**src/rtl/char_ground_detect.sv**
```systemverilog
// char_ground_detect
// Collision responder for the player character. Once per frame it snapshots
// the character's top-left corner, scans an 8-entry platform ROM one entry
// per clock, and reports the landing level below the character together with
// whether the feet currently rest on it.
module char_ground_detect #(
  parameter int CHAR_LNG = 32,
  parameter int CHAR_HGT = 64,
  parameter int GROUND_Y = 700,
  parameter int TOL      = 4
) (
  input  logic        clk,
  input  logic        rst,
  input  logic        frame_tick,
  input  logic [11:0] pos_x,
  input  logic [11:0] pos_y,
  output logic        on_ground,
  output logic [11:0] ground_y,
  output logic        result_valid,
  output logic        busy
);

  // Parameter values at the widths the datapath works in.
  localparam logic [11:0] GROUND_Y_C = 12'(GROUND_Y);
  localparam logic [12:0] GROUND_13  = 13'(GROUND_Y);
  localparam logic [12:0] TOL_13     = 13'(TOL);
  localparam logic [12:0] HGT_13     = 13'(CHAR_HGT);
  localparam logic [12:0] LNG_13     = 13'(CHAR_LNG);

  typedef enum logic [1:0] {
    IDLE = 2'd0,
    SCAN = 2'd1,
    DONE = 2'd2
  } state_t;

  typedef struct packed {
    logic [11:0] x_start;
    logic [11:0] x_end;    // exclusive
    logic [11:0] y_top;
    logic        valid;
  } plat_t;

  // Fixed platform table; unused slots are marked invalid.
  function automatic plat_t plat_rom(input logic [2:0] idx);
    plat_t p;
    case (idx)
      3'd0:    p = '{x_start: 12'd100, x_end: 12'd300, y_top: 12'd600, valid: 1'b1};
      3'd1:    p = '{x_start: 12'd400, x_end: 12'd600, y_top: 12'd500, valid: 1'b1};
      3'd2:    p = '{x_start: 12'd700, x_end: 12'd900, y_top: 12'd400, valid: 1'b1};
      3'd3:    p = '{x_start: 12'd200, x_end: 12'd400, y_top: 12'd300, valid: 1'b1};
      default: p = '{x_start: 12'd0,   x_end: 12'd0,   y_top: 12'd0,   valid: 1'b0};
    endcase
    return p;
  endfunction

  // Registered state
  state_t      state_r;
  logic [2:0]  idx_r;
  logic [11:0] best_r;
  logic [12:0] feet_r;
  logic [12:0] right_r;
  logic [11:0] left_r;
  logic        on_ground_r;
  logic [11:0] ground_y_r;
  logic        result_valid_r;
  logic        busy_r;

  // Next-state values
  state_t      state_s;
  logic [2:0]  idx_s;
  logic [11:0] best_s;
  logic [12:0] feet_s;
  logic [12:0] right_s;
  logic [11:0] left_s;
  logic        on_ground_s;
  logic [11:0] ground_y_s;
  logic        result_valid_s;
  logic        busy_s;

  // Entry evaluation helpers
  plat_t       entry_s;
  logic        cand_s;
  logic        stand_s;

  // Decide whether the current ROM entry lies under the snapshot and could be landed on.
  always_comb begin
    entry_s = plat_rom(idx_r);
    cand_s  = entry_s.valid
            && ({1'b0, entry_s.x_start} < right_r)
            && (left_r < entry_s.x_end)
            && (({1'b0, entry_s.y_top} + TOL_13) >= feet_r);
  end

  // Feet within TOL below the chosen level, or at/below the floor, count as standing.
  always_comb begin
    stand_s = ((feet_r >= {1'b0, best_r}) && (feet_r <= ({1'b0, best_r} + TOL_13)))
            || (feet_r >= GROUND_13);
  end

  // Next-state and datapath update for the scan sequencer.
  always_comb begin
    state_s        = state_r;
    idx_s          = idx_r;
    best_s         = best_r;
    feet_s         = feet_r;
    right_s        = right_r;
    left_s         = left_r;
    on_ground_s    = on_ground_r;
    ground_y_s     = ground_y_r;
    result_valid_s = 1'b0;

    case (state_r)
      IDLE: begin
        if (frame_tick) begin
          feet_s  = {1'b0, pos_y} + HGT_13;
          right_s = {1'b0, pos_x} + LNG_13;
          left_s  = pos_x;
          idx_s   = 3'd0;
          best_s  = GROUND_Y_C;
          state_s = SCAN;
        end else begin
          state_s = IDLE;
        end
      end
      SCAN: begin
        // Strict compare keeps the earlier entry on equal heights.
        if (cand_s && (entry_s.y_top < best_r)) begin
          best_s = entry_s.y_top;
        end else begin
          best_s = best_r;
        end
        idx_s = idx_r + 3'd1;
        if (idx_r == 3'd7) begin
          state_s = DONE;
        end else begin
          state_s = SCAN;
        end
      end
      DONE: begin
        ground_y_s     = best_r;
        on_ground_s    = stand_s;
        result_valid_s = 1'b1;
        state_s        = IDLE;
      end
      default: begin
        state_s = IDLE;
        idx_s   = 3'd0;
        best_s  = GROUND_Y_C;
      end
    endcase

    busy_s = (state_s == SCAN) || (state_s == DONE);
  end

  // State, snapshot and output registers; reset aborts any scan in flight.
  always_ff @(posedge clk or negedge rst) begin
    if (!rst) begin
      state_r        <= IDLE;
      idx_r          <= 3'd0;
      best_r         <= GROUND_Y_C;
      feet_r         <= 13'd0;
      right_r        <= 13'd0;
      left_r         <= 12'd0;
      on_ground_r    <= 1'b0;
      ground_y_r     <= GROUND_Y_C;
      result_valid_r <= 1'b0;
      busy_r         <= 1'b0;
    end else begin
      state_r        <= state_s;
      idx_r          <= idx_s;
      best_r         <= best_s;
      feet_r         <= feet_s;
      right_r        <= right_s;
      left_r         <= left_s;
      on_ground_r    <= on_ground_s;
      ground_y_r     <= ground_y_s;
      result_valid_r <= result_valid_s;
      busy_r         <= busy_s;
    end
  end

  assign on_ground    = on_ground_r;
  assign ground_y     = ground_y_r;
  assign result_valid = result_valid_r;
  assign busy         = busy_r;

endmodule
```
**config.mk**
```make
export PLATFORM = sky130hd
export DESIGN_NAME = char_ground_detect
export DESIGN_NICKNAME = d
export VERILOG_FILES = /design/src/rtl/char_ground_detect.sv
export SDC_FILE = /design/constraint.sdc
export NUM_CORES = 1
export LEC_CHECK = 0
export ABC_CLOCK_PERIOD_IN_PS = 4600
export CELL_PAD_IN_SITES_DETAIL_PLACEMENT = 1
export CELL_PAD_IN_SITES_GLOBAL_PLACEMENT = 2
export CORE_ASPECT_RATIO = 1.1
export CORE_MARGIN = 1
export CORE_UTILIZATION = 35
export CTS_CLUSTER_SIZE = 25
export DETAILED_ROUTE_END_ITERATION = 16
export PLACE_DENSITY_LB_ADDON = 0.1
export SLEW_MARGIN = 25
export SYNTH_ARGS = -nofsm -noshare
export SYNTH_HDL_FRONTEND = slang
export SYNTH_SLANG_ARGS = --single-unit
```
**constraint.sdc**
```tcl
create_clock -name clk -period 4.6 [get_ports clk]
set_input_delay 1.38 -clock clk [delete_from_list [all_inputs] [get_ports clk]]
set_output_delay 1.38 -clock clk [all_outputs]
set_load 0.01 [all_outputs]
```
; Word level (Yosys, flattened, before mapping)
; Cells that the tools add are included.
[classes]
add_sub_neg = 5
n_lt_le_gt_ge = 7
mul = 0
bitwise = 1
n_reduce_logical = 12
mux = 10
n_eq_ne = 10
n_div = 0
shift = 0
[op_table]
columns = cell, n
row1 = $pmux 35 s4, 1
row2 = $pmux 12 s3, 1
row3 = $add 12x3->13 const B, 2
row4 = $lt 12x12->1, 2
row5 = $mux 12, 2
row6 = $add 12x6->13 const B, 1
row7 = $add 12x7->13 const B, 1
row8 = $ge 13x10->1 const B, 1
row9 = $ge 13x12->1, 1
row10 = $ge 13x13->1, 1
row11 = $le 13x13->1, 1
row12 = $lt 12x13->1, 1
row13 = $pmux 3 s3, 1
row14 = $eq 3x2->1 const B, 2
row15 = $logic_and 1x1->1, 5
row16 = $eq 2x1->1 const B, 2
row17 = $eq 2x2->1 const B, 2
row18 = $ne 2x2->1 const B, 2
row19 = $pmux 2 s2, 1
row20 = $reduce_and 2->1, 2
row21 = $add 3x1->3 const B, 1
row22 = $eq 3x1->1 const B, 1
row23 = $eq 3x3->1 const B, 1
row24 = $logic_not 3->1, 1
row25 = other kinds (7), 9
[totals]
output_inout_bits = 15
mem_bits_rw = 0
memories = 0
input_bits = 27
rom_bits = 0
latch_bits = 0
ff_bits = 70

; Longest topological paths before layout
; Gate-level depths: netlist of the first run.
[depth]
depth_word = 9
depth_mapped = 18

; Worst setup path after synthesis of the first run
; OpenSTA, ideal clock, no wires.
[synth_timing]
kind = register to register
start = register idx_r[0]
end = register best_r[4]
required_time_ps = 4520
synth_period_minus_slack_ps = 3457
slack_ps = 1143
path_buffers = 1
t_arrival_ps = 3377
setup_ps = 80
stages_incl_launch_ff = 17
path_cell_list = dfrtp_1 inv_1 ha_1 nand2_1 inv_1 or2_2 ha_1 xor2_1 ha_1 o21ai_0 a22oi_1 a31oi_1 o21ai_0 or4b_1 or2_0 buf_2 o22a_1
[synth_between]
elab_chain_len = 9
elab_cells_between_ends = 18
cone_classes = add/sub: 1 / order compare: 4 / eq/ne: 4 / mux: 3 / reduce/logical: 6
[synth_rtl]
columns = item, line
row1 = from (decl), 58  ; logic [2:0] idx_r;
row2 = from (signal assigned), 170  ; idx_r <= idx_s;
row3 = "$eq 3x2->1, or another cell as far along", 46  ; case (idx)
row4 = $pmux 35 s4 *, 46
row5 = branches (longest 7 deep; another with $add 12x3->13), -
row6 = to (signal assigned), 171  ; best_r <= best_s;
row7 = to (decl), 59  ; logic [11:0] best_r;
; Every way passes the cells marked *. The select of a mux whose other input is x is not followed.
; A chain may end at the register's enable or synchronous reset.

; Worst setup path in the final report of the first run
[layout_timing]
start = register idx_r[2]
end = register best_r[4]
; The elaborated chain is that of the path after synthesis.

==> run_results.csv, run 1 <==
group,metric,value,unit
logic_synthesis,syn_inst,429,
sta,hold_viol_final,0,
worst_setup_path,timing.critical_path.to,"best_r[4]",
placement,dp_worst_setup_slack,0.428,ns
logic_synthesis,post_synth_num_cell_types,51,
sta,timing.final.crit_period,4.14,ns
placement,hpwlAfterDp,8030,um
clock_network,clkSinkCount,55,
floorplanning,die_h,111,um
final_layout,core_utilization_of_the_finished_layout,42.3,%
clock_network,cts_tree,"yes",
worst_setup_path,reg2reg_from,"idx_r[2]",
logic_synthesis,synth-edff-count,0,
worst_setup_path,arrival,4.36,ns
power,fin_total_pwr,3.14,mW
floorplanning,floorplan.die.width,101,um
min_path,hold_path_depth,2,
route,dr.pass1.iters,4,
sta,worst-slew-pin-transition,0.954,ns
floorplanning,core.rowCount,39,
clock_network,cts_resized,0,
power,seq_power_share,28.4,%
logic_synthesis,ys_seq_area_share,37.0,%
worst_setup_path,reg2reg_slack,0.46,ns
clock_network,cts-root-buf,"sky130_fd_sc_hd__clkbuf_16",
global_routing,grt_first_pass_wirelength,16800,um
route,routed_via_density,5.16,
min_path,hold_class,"reg -> reg",
power,comb_power_share,59.4,%
logic_synthesis,synth_top_cells_by_count,"sky130_fd_sc_hd__nand2_1 (69), sky130_fd_sc_hd__ha_1 (58), sky130_fd_sc_hd__dfrtp_1 (45), sky130_fd_sc_hd__inv_1 (41), sky130_fd_sc_hd__o21ai_0 (37)",
power,switchingPower,1.44,mW
placement,gp_congestion,0.811,
logic_synthesis,post_synth_instance_area,3750,um2
sta,max-slew-margin-rel,36.2,%
sta,final.period_utilization,89.9,%
logic_synthesis,synth_top_area_share,30.0,%
logic_synthesis,most_instantiated_library_cell_after_synthesis,"sky130_fd_sc_hd__nand2_1",
route,route.antenna.remaining_nets,0,
power,leakage,2.09,nW
logic_synthesis,post_synth_main_area_contributors,"sky130_fd_sc_hd__dfrtp_1 (30%), sky130_fd_sc_hd__ha_1 (19%), sky130_fd_sc_hd__dfstp_2 (7.0%)",
worst_setup_path,critical_path.startpoint,"idx_r[2]",
worst_setup_path,worst_r2r_path_depth,14,
final_layout,drive_gt1_share,5.59,%
worst_setup_path,reg2reg_to,"best_r[4]",
clock_network,cts_clock_pin_slew_for_the_worst_setup_and_hold_paths,0.07,ns
sta,fin_ws,0.463,ns
floorplanning,core_region_area,10400,um2
sta,fin_skew,0.00634,ns
clock_network,tritoncts.num_buffers,5,
global_routing,grt_antenna_before_repair,0,
worst_setup_path,class_of_the_most_critical_setup_path,"reg -> reg",
global_routing,grt_max_degree,45,
logic_synthesis,netlist.top_cell.by_area,"sky130_fd_sc_hd__dfrtp_1",
clock_network,cts.hold.buffers_added,0,
worst_setup_path,timing.critical_path.to_type,"flip-flop",
final_layout,fin_nets,549,
placement,numPortBuffers,37,
clock_network,cts_htree_levels,2,
sta,fin_tns_setup,0,ns
clock_network,clock_tree.buffer_depth,2,
logic_synthesis,postSynth.asyncResetShare,100,%
logic_synthesis,yosysWarnings,0,
worst_setup_path,req_time_crit_path,4.83,ns
worst_setup_path,crit_path_max_fanout,15,
global_routing,grt_usage,19.5,%
clock_network,clk-insertion-delay-late,0.30,ns
floorplanning,initial_core_util,36.1,%
global_routing,grt-ovfl-total,0,
final_layout,syn_to_final_growth,17.3,%
sta,whs,0.479,ns
route,drc_errors,0,
global_routing,grt_pass1_vias,3298,
floorplanning,die_area,11100,um2
logic_synthesis,postSynth.topFlopCell,"sky130_fd_sc_hd__dfrtp_1",
logic_synthesis,postSynthRegisterBits,55,
final_layout,n_antenna_cell,0,
sta,clock.fmax,242,MHz
power,switching_share,45.9,%
sta,setup_viol,0,
clock_network,cts_setup_buffers,0,
min_path,holdCritStartpoint,"ground_y[6]",
power,cellPowerDensity,714,nW/um2
logic_synthesis,syn-mean-instance-area,8.74,um2
power,vdd_drop_max,0.242,mV
floorplanning,design.portCount,42,
route,drt-initial-drc-count,90,
power,p_int,1.70,mW
worst_setup_path,category_of_the_worst_setup_path_launch_point,"flip-flop",
route,vias,3135,
final_layout,final.fill_count,1230,
run_status,result_of_the_run,"complete, no violations",
power,power_frac_clock,12.2,%
flow_run,max-cap-violations,0,
sta,grt_setup_unrepaired,"false",
sta,finalMaxSlewViolations,0,
route,route.final.wire_length,10000,um
route,routed_wire_length_per_instance,16.5,um
==> per-stage QoR <==
step,std cells,area (um2)
2_1_floorplan,432,3760
3_3_place_gp,600,4260
3_5_place_dp,600,4260
4_1_cts,608,4400
5_1_grt,608,4400
6_report,608,4400
==> how the worst min path moves through the flow <==
| stage | end | slack [ns] |
|---|---|---|
| 2_1_floorplan | right_r[1] | 0.44 |
| 4_1_cts | right_r[0] | 0.48 |
| 3_5_place_dp | right_r[0] | 0.46 |
| 5_1_grt | ground_y[8] | 0.50 |
| 3_3_place_gp | right_r[0] | 0.46 |
| 6_report | ground_y[6] | 0.48 |
==> sequential cells by signal (all words and copies together), names as in the netlist <==
name / cells
busy: 1
state_r: 2
right_r: 13
idx_r: 3
result_valid: 1
on_ground: 1
best_r: 7
ground_y: 7
left_r: 7
feet_r: 13
==> cell type report <==
type	instances	area, um2	share of cell area (%)
Sequential cell	55	1390	31.6
Inverter	41	154	3.50
Multi-Input combinational cell	321	2150	48.8
Tap cell	143	179	4.07
Clock inverter	2	12.5	0.284
Timing Repair Buffer	40	388	8.82
Clock buffer	6	129	2.93
==> cells in the final DEF (no fill, tap or decap), types with 6 or more instances in the layout <==
master                             n
sky130_fd_sc_hd__a21oi_1          26
sky130_fd_sc_hd__clkdlybuf4s50_1  36
sky130_fd_sc_hd__o21ai_0          37
sky130_fd_sc_hd__nand2_1          69
sky130_fd_sc_hd__inv_1            41
sky130_fd_sc_hd__nand3_1          13
sky130_fd_sc_hd__xnor2_1           6
sky130_fd_sc_hd__dfstp_2          10
sky130_fd_sc_hd__nor2_1           25
sky130_fd_sc_hd__dfrtp_1          45
sky130_fd_sc_hd__ha_1             58
sky130_fd_sc_hd__xor2_1            9
==> critical path, stage by stage (launching register included) <==
cell,delay [ns]
sky130_fd_sc_hd__dfrtp_1,0.47
sky130_fd_sc_hd__inv_1,0.17
sky130_fd_sc_hd__ha_1,0.41
sky130_fd_sc_hd__nor2_1,0.35
sky130_fd_sc_hd__inv_1,0.16
sky130_fd_sc_hd__ha_1,0.27
sky130_fd_sc_hd__xor2_1,0.18
sky130_fd_sc_hd__ha_1,0.31
sky130_fd_sc_hd__o21ai_0,0.11
sky130_fd_sc_hd__a22oi_1,0.20
sky130_fd_sc_hd__a31oi_1,0.11
sky130_fd_sc_hd__o21ai_0,0.20
sky130_fd_sc_hd__or4b_1,0.50
sky130_fd_sc_hd__or2_0,0.36
sky130_fd_sc_hd__o22a_1,0.26
==> per-layer routing <==
| metal | routed length, um | up-vias | GRT usage (%) |
|---|---|---|---|
| met4 | 171 | 0 | 5.22 |
| li1 | - | 1558 | - |
| met3 | 196 | 14 | 2.15 |
| met2 | 5040 | 37 | 33.8 |
| met5 | 0 | - | 0 |
| met1 | 4620 | 1526 | 25.4 |
==> power groups by stage <==
stage | sequential [mW] | combinational (mW) | clock [mW]
finish | 0.892 | 1.86 | 0.384
global route | 0.931 | 2.15 | 0.411
CTS | 0.897 | 1.90 | 0.392
detailed placement | 0.907 | 1.88 | 0
global placement | 0.902 | 1.81 | 0
floorplan | 0.854 | 1.29 | 0
==> cells by family (layout without fill, tap and decap cells) <==
family | count (synthesis) | in the layout | synth area share (%)
AOI/OAI and AO/OA | 102 | 102 | 16.5
other | 1 | 4 | 0.100
DFF | 55 | 55 | 37.0
adders and majority gates | 58 | 58 | 19.3
xor gates and xnor gates | 15 | 15 | 3.50
buffers and inverters | 56 | 89 | 6.14
muxes | 1 | 1 | 0.267
and+or+nand+nor | 141 | 141 | 17.1
No activity file was read; power rests on OpenSTA's default activity.
==> run 2, diff against run 1 <==
--- a/config.mk
+++ b/config.mk
@@ -13,7 +13,7 @@
 export CORE_UTILIZATION = 35
 export CTS_CLUSTER_SIZE = 25
 export DETAILED_ROUTE_END_ITERATION = 16
-export PLACE_DENSITY_LB_ADDON = 0.1
+export PLACE_DENSITY = 0.79
 export SLEW_MARGIN = 25
 export SYNTH_ARGS = -nofsm -noshare
 export SYNTH_HDL_FRONTEND = slang
==> run 2 against run 1 <==
Compared with the run above:
- combinational power barely moved
- design area up 0.51%
- maximum frequency up 3.1%
- largest cell class unchanged
- clock skew increased by 0.0017 ns
- utilization grew 0.22 points
- wire length shrank 1.3%
- clock power is 9.9% higher
- sequential cell count did not move
- global-route usage down 0.52 points
==> run_results.csv, run 2 (synthesized netlist as in run 1, its figures left out) <==
group,metric,value,unit
worst_setup_path,category_of_the_worst_setup_path_launch_point,"flip-flop",
floorplanning,initial_core_util,36.1,%
sta,setup_viol,0,
final_layout,fin_nets,549,
clock_network,clk-insertion-delay-late,0.30,ns
power,seq_power_share,28.4,%
clock_network,clock_tree.buffer_depth,2,
final_layout,n_antenna_cell,0,
sta,finalMaxSlewViolations,0,
worst_setup_path,critical-path-top-delay-family,"simple AND/OR/NAND/NOR gates",
worst_setup_path,cp_slowest_stage_delay,0.50,ns
power,p_int,1.73,mW
floorplanning,die_h,111,um
worst_setup_path,path_cells,"inv_1 -> ha_1 -> nor2_1 -> inv_1 -> ha_1 -> xor2_1 -> ha_1 -> o21ai_0 -> a22oi_1 -> a31oi_1 -> o21ai_0 -> or4b_1 -> or2_0 -> o22a_1",
route,drt-initial-drc-count,116,
sta,final.period_utilization,87.2,%
global_routing,grt_max_degree,45,
min_path,holdCritStartpoint,"right_r[0]",
final_layout,final_cell_mix,"sky130_fd_sc_hd__nand2_1 (69), sky130_fd_sc_hd__ha_1 (58), sky130_fd_sc_hd__dfrtp_1 (45)",
sta,worst-slew-pin-transition,0.919,ns
worst_setup_path,timing.critical_path.to_type,"flip-flop",
sta,timing.final.crit_period,4.01,ns
power,switchingPower,1.43,mW
floorplanning,core_region_area,10400,um2
clock_network,cts_tree,"yes",
placement,hpwlAfterDp,7870,um
final_layout,reg.largest.list,"feet_r x13, right_r x13",
floorplanning,floorplan.die.width,101,um
power,cellPowerDensity,716,nW/um2
worst_setup_path,arrival,4.24,ns
clock_network,clkSinkCount,55,
final_layout,seq_area,1390,um2
run_status,result_of_the_run,"complete, no violations",
worst_setup_path,reg2reg_slack,0.59,ns
route,route.final.wire_length,9890,um
worst_setup_path,reg2reg_to,"best_r[4]",
power,vdd_drop_max,0.234,mV
sta,clock.fmax,249,MHz
route,routed_via_density,5.12,
clock_network,cts.hold.buffers_added,0,
sta,hold_viol_final,0,
worst_setup_path,worst_r2r_path_depth,14,
final_layout,multi_input_area,2150,um2
floorplanning,die_area,11100,um2
final_layout,stdcell_count,608,
worst_setup_path,critical-path-slowest-cell,"sky130_fd_sc_hd__or4b_1",
global_routing,grt-ovfl-total,0,
power,power_frac_clock,13.3,%
final_layout,final.fill_count,1245,
floorplanning,design.portCount,42,
global_routing,grt_first_pass_wirelength,16400,um
global_routing,grt_antenna_before_repair,0,
clock_network,tritoncts.num_buffers,5,
power,switching_share,45.2,%
worst_setup_path,crit_path_max_fanout,15,
clock_network,cts_htree_levels,2,
flow_run,max-cap-violations,0,
clock_network,cts_setup_buffers,0,
route,vias,3114,
placement,numPortBuffers,37,
worst_setup_path,reg2reg_from,"idx_r[2]",
worst_setup_path,critical_path.most_common_cell,"sky130_fd_sc_hd__ha_1",
worst_setup_path,cp_num_buf_inv,2,
worst_setup_path,req_time_crit_path,4.83,ns
sta,max-slew-margin-rel,38.5,%
floorplanning,core.rowCount,39,
final_layout,drive_gt1_share,5.59,%
min_path,hold_class,"reg -> reg",
clock_network,cts_resized,0,
sta,fin_tns_setup,0,ns
clock_network,cts-root-buf,"sky130_fd_sc_hd__clkbuf_16",
final_layout,layout.cells.most_common,"sky130_fd_sc_hd__nand2_1",
sta,grt_setup_unrepaired,"false",
route,dr.pass1.iters,4,
min_path,hold_path_depth,2,
route,routed_wire_length_per_instance,16.3,um
power,comb_power_share,58.3,%
power,leakage,2.10,nW
placement,gp_congestion,0.848,
placement,dp_cells,600,
clock_network,cts_clock_pin_slew_for_the_worst_setup_and_hold_paths,0.07,ns
min_path,min_to,"right_r[0]",
final_layout,syn_to_final_growth,17.9,%
sta,fin_skew,0.00805,ns
global_routing,grt_usage,19.0,%
route,route.antenna.remaining_nets,0,
worst_setup_path,class_of_the_most_critical_setup_path,"reg -> reg",
route,drc_errors,0,
global_routing,grt_pass1_vias,3314,
-- run 2: cell count changes in the layout (fill, tap and decap cells not counted) --
cell / previous run / this run
sky130_fd_sc_hd__buf_2: 1 / 0
sky130_fd_sc_hd__buf_4: 3 / 4
sky130_fd_sc_hd__clkbuf_16: 5 / 6
sky130_fd_sc_hd__clkinv_2: 1 / 0
-- run 2: power groups by stage --
stage               Combinational [mW]  Sequential (mW)  Clock (mW)
finish                            1.85            0.899       0.422
global route                      2.13            0.929       0.441
floorplan                         1.29            0.854           0
detailed placement                1.86            0.909           0
global placement                  1.79            0.902           0
CTS                               1.88            0.901       0.427
-- run 2: layer usage --
metal	global-route usage (%)	wire length (um)	vias to the layer above
li1	-	-	1561
met1	24.2	4530	1491
met2	33.5	4980	50
met3	2.34	233	12
met4	4.73	150	0
met5	0	0	-
-- run 2: worst reg2reg max path: cells and delay by family, from the launching register on --
family,cells,cell delay [ns]
flip-flops,1,0.45
AND/OR/NAND/NOR,3,1.21
buffers and inverters,2,0.33
AO/OA/AOI/OAI,5,0.82
adder cells (fa/ha/maj),3,0.98
XOR/XNOR,1,0.18
-- run 2: metrics by stage --
step | cell area, um2 | power, mW | worst slack (ns) | hold slack (ns) | utilization [%]
global placement | 4260 | 2.69 | 0.734 | 0.461 | 41.0
global route | 4420 | 3.50 | 0.334 | 0.517 | 42.5
finish | 4420 | 3.17 | 0.587 | 0.483 | 42.5
floorplan | 3760 | 2.14 | 1.14 | 0.438 | -
detailed placement | 4260 | 2.77 | 0.582 | 0.470 | 41.0
CTS | 4420 | 3.21 | 0.570 | 0.486 | 42.5
-- run 2: final cells by class --
type                            instances  area share (%)
Inverter                               41            3.48
Clock inverter                          1           0.170
Tap cell                              143            4.05
Timing Repair Buffer                   40            8.83
Multi-Input combinational cell        321            48.6
Sequential cell                        55            31.4
Clock buffer                            7            3.48
-- run 2: worst max-delay path by stage --
stage	slack [ns]	start	to	cells after the start
3_3_place_gp	0.73	idx_r[2]	best_r[4]	14
5_1_grt	0.33	idx_r[2]	best_r[8]	14
6_report	0.59	idx_r[2]	best_r[4]	14
3_5_place_dp	0.58	idx_r[0]	best_r[3]	14
2_1_floorplan	1.14	idx_r[0]	best_r[4]	16
4_1_cts	0.57	idx_r[2]	best_r[3]	14
